File: src/rtl/microsequencer.sv
// Next-address microsequencer: registers the micro-address and picks step, branch, fetch/trap or dispatch.
// Define MICROSEQ_CALL_STACK_EN to build the micro-subroutine call/return stack.
module microsequencer #(
    parameter int CYCLES_PER_INSTRUCTION = 64,
    parameter int NBR_INSTRUCTIONS       = 256,
    parameter int NBR_PAGES              = 2,
    parameter int OFFSET_W               = 7,
    parameter int COND_SEL_W             = 4,
    parameter int STACK_DEPTH            = 4,
    parameter int FETCH_U_ADDR           = 16,
    parameter int TRAP_U_ADDR            = 32,
    localparam int U_ADDR_W  = $clog2(NBR_PAGES * NBR_INSTRUCTIONS * CYCLES_PER_INSTRUCTION),
    localparam int IR_W      = $clog2(NBR_INSTRUCTIONS),
    localparam int FLAGS_W   = 2 ** COND_SEL_W,
    localparam int STK_LVL_W = $clog2(STACK_DEPTH + 1)
) (
    input  logic                  clk_i,
    input  logic                  rst_i,
    input  logic                  stall_i,
    input  logic [1:0]            typ_i,
    input  logic [OFFSET_W-1:0]   offset_i,
    input  logic                  cond_invert_i,
    input  logic                  cond_flag_src_i,
    input  logic [COND_SEL_W-1:0] cond_sel_i,
    input  logic                  escape_i,
    input  logic [IR_W-1:0]       ir_i,
    input  logic [FLAGS_W-1:0]    cpu_flags_i,
    input  logic [FLAGS_W-1:0]    u_flags_i,
    input  logic                  irq_pending_i,
    output logic [U_ADDR_W-1:0]   u_addr_o,
    output logic                  fetch_strobe_o,
    output logic                  trap_taken_o,
    output logic [STK_LVL_W-1:0]  stk_level_o,
    output logic                  stk_ovf_o,
    output logic                  stk_unf_o
);

    typedef enum logic [1:0] {
        SEQ_NEXT     = 2'b00,
        SEQ_BRANCH   = 2'b01,
        SEQ_FETCH    = 2'b10,
        SEQ_DISPATCH = 2'b11
    } seq_typ_e;

    localparam int STEP_W = $clog2(CYCLES_PER_INSTRUCTION);
    localparam logic [U_ADDR_W-1:0] FETCH_ADDR = U_ADDR_W'(FETCH_U_ADDR);
    localparam logic [U_ADDR_W-1:0] TRAP_ADDR  = U_ADDR_W'(TRAP_U_ADDR);
    localparam logic [U_ADDR_W-1:0] PAGE1_BASE = U_ADDR_W'(NBR_INSTRUCTIONS * CYCLES_PER_INSTRUCTION);

    seq_typ_e              typ;
    logic [U_ADDR_W-1:0]   u_addr_q, u_addr_d;
    logic                  fetch_strobe_q, fetch_strobe_d;
    logic                  trap_taken_q, trap_taken_d;
    logic [FLAGS_W-1:0]    flags;
    logic                  cond;
    logic [U_ADDR_W-1:0]   seq_addr, branch_addr, dispatch_addr, offset_ext;
    logic                  is_call, is_ret, stk_empty;
    logic [U_ADDR_W-1:0]   stk_top;

    assign typ           = seq_typ_e'(typ_i);
    assign flags         = cond_flag_src_i ? u_flags_i : cpu_flags_i;
    assign cond          = flags[cond_sel_i] ^ cond_invert_i;
    assign offset_ext    = U_ADDR_W'($signed(offset_i));
    assign seq_addr      = u_addr_q + 1'b1;
    assign branch_addr   = u_addr_q + offset_ext;
    assign dispatch_addr = (escape_i ? PAGE1_BASE : '0) + (U_ADDR_W'(ir_i) << STEP_W);

    always_comb begin
        // NOTE: every always_comb output gets a default first so no path can infer a latch.
        u_addr_d       = seq_addr;
        fetch_strobe_d = 1'b0;
        trap_taken_d   = 1'b0;
        unique case (typ)
            SEQ_NEXT: ;
            SEQ_BRANCH: begin
                if (is_call) begin
                    u_addr_d = branch_addr;
                end else if (is_ret) begin
                    u_addr_d = stk_empty ? FETCH_ADDR : stk_top;
                end else if (cond) begin
                    u_addr_d = branch_addr;
                end
            end
            SEQ_FETCH: begin
                if (irq_pending_i) begin
                    u_addr_d     = TRAP_ADDR;
                    trap_taken_d = 1'b1;
                end else begin
                    u_addr_d       = FETCH_ADDR;
                    fetch_strobe_d = 1'b1;
                end
            end
            SEQ_DISPATCH: u_addr_d = dispatch_addr;
        endcase
    end

    always_ff @(posedge clk_i) begin
        // NOTE: sequential state uses non-blocking assignments so every register samples pre-edge values.
        if (rst_i) begin
            u_addr_q       <= FETCH_ADDR;
            fetch_strobe_q <= 1'b0;
            trap_taken_q   <= 1'b0;
        end else if (stall_i) begin
            fetch_strobe_q <= 1'b0;
            trap_taken_q   <= 1'b0;
        end else begin
            u_addr_q       <= u_addr_d;
            fetch_strobe_q <= fetch_strobe_d;
            trap_taken_q   <= trap_taken_d;
        end
    end

    assign u_addr_o       = u_addr_q;
    assign fetch_strobe_o = fetch_strobe_q;
    assign trap_taken_o   = trap_taken_q;

`ifdef MICROSEQ_CALL_STACK_EN
    localparam int STK_IDX_W = (STACK_DEPTH > 1) ? $clog2(STACK_DEPTH) : 1;
    localparam logic [COND_SEL_W-1:0] SEL_CALL = '1;
    localparam logic [COND_SEL_W-1:0] SEL_RET  = SEL_CALL - 1'b1;

    logic [U_ADDR_W-1:0]  stk_q [STACK_DEPTH];
    logic [STK_LVL_W-1:0] stk_level_q, stk_level_d;
    logic                 stk_ovf_q, stk_ovf_d;
    logic                 stk_unf_q, stk_unf_d;
    logic                 stk_full, push_en;

    // CALL/RET reuse the BRANCH encoding with the two top microcode-flag selects.
    assign is_call   = (typ == SEQ_BRANCH) && cond_flag_src_i && (cond_sel_i == SEL_CALL);
    assign is_ret    = (typ == SEQ_BRANCH) && cond_flag_src_i && (cond_sel_i == SEL_RET);
    assign stk_full  = (stk_level_q == STK_LVL_W'(STACK_DEPTH));
    assign stk_empty = (stk_level_q == '0);
    assign stk_top   = stk_q[STK_IDX_W'(stk_level_q - 1'b1)];

    always_comb begin
        stk_level_d = stk_level_q;
        stk_ovf_d   = stk_ovf_q;
        stk_unf_d   = stk_unf_q;
        push_en     = 1'b0;
        if (is_call) begin
            if (stk_full) begin
                stk_ovf_d = 1'b1;
            end else begin
                push_en     = 1'b1;
                stk_level_d = stk_level_q + 1'b1;
            end
        end else if (is_ret) begin
            if (stk_empty) stk_unf_d = 1'b1;
            else           stk_level_d = stk_level_q - 1'b1;
        end
    end

    always_ff @(posedge clk_i) begin
        if (rst_i) begin
            stk_level_q <= '0;
            stk_ovf_q   <= 1'b0;
            stk_unf_q   <= 1'b0;
        end else if (!stall_i) begin
            stk_level_q <= stk_level_d;
            stk_ovf_q   <= stk_ovf_d;
            stk_unf_q   <= stk_unf_d;
        end
    end

    // NOTE: stack storage has no reset; entries above stk_level_q are never read.
    always_ff @(posedge clk_i) begin
        if (!rst_i && !stall_i && push_en) begin
            stk_q[STK_IDX_W'(stk_level_q)] <= seq_addr;
        end
    end

    assign stk_level_o = stk_level_q;
    assign stk_ovf_o   = stk_ovf_q;
    assign stk_unf_o   = stk_unf_q;
`else
    assign is_call     = 1'b0;
    assign is_ret      = 1'b0;
    assign stk_empty   = 1'b1;
    assign stk_top     = '0;
    assign stk_level_o = '0;
    assign stk_ovf_o   = 1'b0;
    assign stk_unf_o   = 1'b0;
`endif

endmodule

File: config.mk
export PLATFORM = sky130hd
export DESIGN_NAME = microsequencer
export DESIGN_NICKNAME = d
export VERILOG_FILES = /design/src/rtl/microsequencer.sv
export SDC_FILE = /design/constraint.sdc
export NUM_CORES = 1
export LEC_CHECK = 0
export ABC_AREA = 1
export BUFFER_PORTS_ARGS = -buffer_cell sky130_fd_sc_hd__buf_2
export CAP_MARGIN = 5
export CORE_AREA = 10 10 93 87
export CTS_CLUSTER_SIZE = 20
export DETAILED_ROUTE_END_ITERATION = 8
export DIE_AREA = 0 0 103 97
export GPL_TIMING_DRIVEN = 0
export PLACE_DENSITY_LB_ADDON = 0.05
export REMOVE_ABC_BUFFERS = 1
export SYNTH_ARGS = -nofsm -noshare
export SYNTH_HDL_FRONTEND = slang
export SYNTH_SLANG_ARGS = --single-unit
File: constraint.sdc
create_clock -name clk_i -period 2.3 [get_ports clk_i]
set_input_delay 0.115 -clock clk_i [delete_from_list [all_inputs] [get_ports clk_i]]
set_output_delay 0.115 -clock clk_i [all_outputs]
set_load 0.02 [all_outputs]
Word level (Yosys, flattened, before mapping)

Index checks and enable logic that the tools add are counted.

Logic and storage cells: 22
Output and inout bits: 22
Bits in registers: 17
Input port bits: 60

Order comparisons: 1
Mux-type cells: 9
Add/subtract/negate cells: 3
Bitwise logic cells: 2
Reductions and logical operators: 1
Equality and inequality tests: 3

Operator list:

| operator                                            | number |
|---|---|
| case mux 15 bit (3 select lines)                    | 1 |
| 2-to-1 mux 15 bit                                   | 2 |
| 2-to-1 mux 16 bit                                   | 1 |
| adder 15 x 1 -> 15 bit (second input constant)      | 1 |
| adder 15 x 14 -> 15 bit                             | 1 |
| adder 15 bit                                        | 1 |
| 2-to-1 mux 6 bit                                    | 1 |
| < comparator 4 x 5 -> 1 bit (second input constant) | 1 |
| binary-select mux 1 bit (select 4 bit)              | 1 |
| == test 2 bit (second input constant)               | 2 |
| 2-to-1 mux 1 bit                                    | 3 |
| OR reduction 3 bit                                  | 1 |
| == test 2 x 1 -> 1 bit (second input constant)      | 1 |
| inverter 1 bit                                      | 1 |
| XOR 1 bit                                           | 1 |

Logic depth before layout (Yosys ltp)

Word-level depth: 6
Depth in mapped cells: 16
Gate-level depth less buffers: 14

Worst setup path after synthesis

OpenSTA, ideal clock, no wires.

Path kind: reg-to-reg
From: reg u_addr_q[0], in the netlist u_addr_o[0]
To: reg u_addr_q[12], in the netlist u_addr_o[12]
Setup time: 113 ps
Path slack: 142 ps
Stages on the path, launching flop included: 14
Required time: 2,187 ps
Path buffers: 0
Data arrival time: 2,045 ps
Period minus slack after synthesis: 2,158 ps
Cells stage by stage: dfxtp_1 -> ha_1 -> inv_1 -> fa_1 -> nand3b_1 -> nand2_1 -> nand4_1 -> nand3_1 -> xor2_1 -> nand3_1 -> nand3_1 -> nand2_1 -> nand2_1 -> nand2_1

Cells in the longest elaborated chain, start to end: 3
Elaborated cells between the ends (all ways): 4
Those cells by class: 2 x add/sub; 2 x mux

RTL lines:

| element                                                | line   | text |
|---|---|---|
| start: declaration                                     | 51     | `logic [U_ADDR_W-1:0] u_addr_q, u_addr_d;` |
| start signal: assignment                               | 107    | `u_addr_q <= u_addr_d;` |
| adder 15 x 1 -> 15 bit or adder 15 bit (tied branches) | 64, 65 |  |
| 2-to-1 mux 15 bit                                      | 80     | `end else if (cond) begin` |
| case mux 15 bit (3 select lines) (*)                   | 73     | `unique case (typ)` |

Every way passes the cells marked *; elsewhere a longest branch is shown, timed or not.
A chain may end at the register's enable or synchronous reset.

Final worst setup path

From: reg u_addr_q[4], in the netlist u_addr_o[4]
To: reg u_addr_q[9], in the netlist u_addr_o[9]

The elaborated chain is that of the path after synthesis.

==> run metrics <==
outcome=complete, no violations; TritonCTS Sinks=17; Initial Utilization=42.4%; antenna violations before repair=0; top cells by area, synth=nand2_1 (18%), dfxtp_1 (13%), nand3_1 (10%); CP max stage cell=dfxtp_1; WHS Path Cells=3; largest area contributor in the netlist=nand2_1; Layout area overhead=17.4%; crit path time final=2.13 ns; # diodes=0; Critical Path RT=2.46 ns; maximum fanout along the worst path=7; Worst setup SP type=register; cts bufs inserted=3; per-cell routed wire length=14.8 µm; synthesized cell area=2580 µm²; reg2reg end=u_addr_o[9]; DRT Wirelength=8460 µm; post-synthesis mux area share=0%; Adder-Cell Fraction of Synth Area=8.05%; worst path cell trace=ha_1 -> nand2_1 -> clkinv_1 -> nand4_1 -> nand3_1 -> nand2_1 -> nor2_1 -> nor2_1 -> xor2_1 -> nand2_1 -> nand3_2 -> a21oi_2; setup_tns=0 ns; register-to-register setup slack=0.17 ns; ys async rst share=0%; Post-synth EDFFs=0; IO Pins=82; drt via density=5.10; wire length of the first global-routing pass=13600 µm; CP endpoint kind=register; Overflow after GRT=0; die width=103 µm; slew margin rel.=57.5%; Setup Viol. Count Final=0; dpl hpwl=6800 µm; # DRC=0; Layout Nets=576; Final Skew=0.00333 ns; 1st-pass router iterations=4; Core Util, Final=49.8%; post-synthesis compound-gate area fraction=14.5%; Max-Cap Viols=0; RSZ-0062 raised after global routing=false; Reg2Reg Depth=12; CP dominant cell by count=nand2_1; Max H-tree Level=1; hold path startpoint=rst_i; hold crit path type=in2reg; Peak VDD IR=0.307 mV; CTS tree=yes; Mapped Cells=427; Clock Latency Late Sink=0.26 ns; Seq cells post-synth=17; IO Port Bufs=76; Clock Pin Slew Worst Setup and Hold Paths=0.08 ns; vias in the first global route=2757; unique cell type count in the Yosys netlist=34; CP arrival=2.29 ns; gpl congestion=0.859; clock buffer depth=2; Placeable Area=6080 µm²; Power Dens Cells=405 nW/µm²; syn_area_per_cell=6.04 µm²; antenna-violating nets left=0; Max Freq=470 MHz; RR Startpoint=u_addr_o[4]; Rows=27; fin. max-slew vios=0; Worst-Margin Slew=0.635 ns; critical path class=reg2reg; layout cells sized above 1=27.9%; XOR/XNOR Fraction of Synth Area=7.47%; largest net degree at the start of global routing=27; synth warn=0; CTS Root Cell=clkbuf_8; Die Height=97 µm; Hold Path End=u_addr_o[4]; Pleak=1.56 nW; critical path's largest stage delay=0.51 ns; Fillers=688; Tcrit/Tclk final=92.5%; top_reg_cell synth=dfxtp_1; die area=9990 µm²; gr usage total=16.2%; largest family of logic cells by synthesized area=simple AND/OR/NAND/NOR gates; initial drt markers=120; via count=2914; top-area cell type share of the netlist area=17.6%; final-report hold violation count=0; post-synthesis simple-gate area fraction=44.0%; post-synthesis sequential area ratio=13.2%
==> cells in the final DEF, fill, tap and decap left out, types with 5 or more instances in the layout <==
cell      count
xor2_1       15
a21oi_1      18
nand3_2      14
nand3_1      54
o21ai_0      21
inv_1        40
nand2_1     120
o211ai_1      6
nand4_1       6
xnor2_1       7
nand2_2      16
inv_2        11
buf_2        76
ha_1         15
conb_1        5
nor2_1       20
a21oi_2      10
dfxtp_1      16
nor3_1        5
==> power breakdown <==
group          internal (W)  switching [W]  total [W]
registers          0.000315      0.0000443   0.000359
clock network      0.000121       0.000127   0.000248
logic              0.000231       0.000389   0.000620
total              0.000666       0.000561    0.00123
==> worst max-delay path by stage <==
| stage | start | to | slack (ns) | cells past startpoint |
|---|---|---|---|---|
| floorplan | u_addr_o[0] | u_addr_o[12] | 0.13 | 13 |
| global placement | u_addr_o[0] | u_addr_o[14] | 0.008 | 13 |
| detailed placement | u_addr_o[0] | u_addr_o[14] | 0.01 | 13 |
| CTS | u_addr_o[0] | u_addr_o[14] | 0.08 | 13 |
| global route | u_addr_o[4] | u_addr_o[9] | 0.02 | 12 |
| finish | u_addr_o[4] | u_addr_o[9] | 0.17 | 12 |
==> kinds of logic (layout without fill, tap and decap cells) <==
kind of cell    Yosys count  after routing
buf+inv                  69            137
other cells               1              5
compound gates           62             62
fa+ha+maj                16             16
xor+xnor                 22             22
simple gates            240            240
flops                    17             17
==> metal layers <==
layer  share of wire [%]  track usage, %  up-vias
li1                    -               -     1537
met5                   0               0        -
met3                 7.9            3.90        8
met1                  45            21.4     1286
met2                  46            26.2       83
met4                0.84            2.13        0
==> through the flow <==
step	hold WS, ns	instance area (µm²)	setup slack, ns	total power, W	std cells
after detailed placement	0.318	2960	0.0141	0.000978	565
final	0.0435	3030	0.173	0.00123	571
after global placement	0.319	2950	0.00794	0.000969	564
after floorplan	0.210	2480	0.134	0.000778	416
after CTS	0.0388	3010	0.0797	0.00123	569
after global routing	0.0531	3030	0.0219	0.00132	571
==> state kept, by name (all words and copies together) (netlist names) <==
register and count:
trap_taken_o 1, fetch_strobe_o 1, u_addr_o 15
==> Yosys cell counts (6+ instances only) <==
cell type	count
inv_2	11
ha_1	15
a21oi_1	18
o21ai_0	21
nor2_1	20
nand3_2	14
a21oi_2	10
xnor2_1	7
nand3_1	54
o211ai_1	6
nand2_1	121
xor2_1	15
nand4_1	6
inv_1	40
dfxtp_1	17
nand2_2	15
==> area by class of cell <==
type	instances	area (µm²)	share of cell area (%)
Multi-Input combinational cell	345	1930	63.9
Sequential cell	17	344	11.4
Tap cell	72	90.1	2.98
Inverter	54	210	6.94
Timing Repair Buffer	79	403	13.3
Clock buffer	3	41.3	1.36
Clock inverter	1	5.00	0.165
==> critical path: cells and delay by family, from the launching register on <==
kind                       cells  cell delay (ns)
adders and majority gates      1             0.35
DFF                            1             0.51
buffers and inverters          1             0.08
AOI/OAI and AO/OA              1             0.05
xor gates and xnor gates       1             0.17
and+or+nand+nor                8             0.85
==> repair_timing <==
| item | 4_1_cts | 5_1_grt |
|---|---|---|
| gates cloned | 0 | 0 |
| setup buffers | 0 | 2 |
| pin swaps | 0 | 0 |
| setup endpoints to repair | 1 | 2 |
| hold buffers | 0 | 0 |
| gates resized for setup | 1 | 3 |
(Power assumes the default switching activity.)
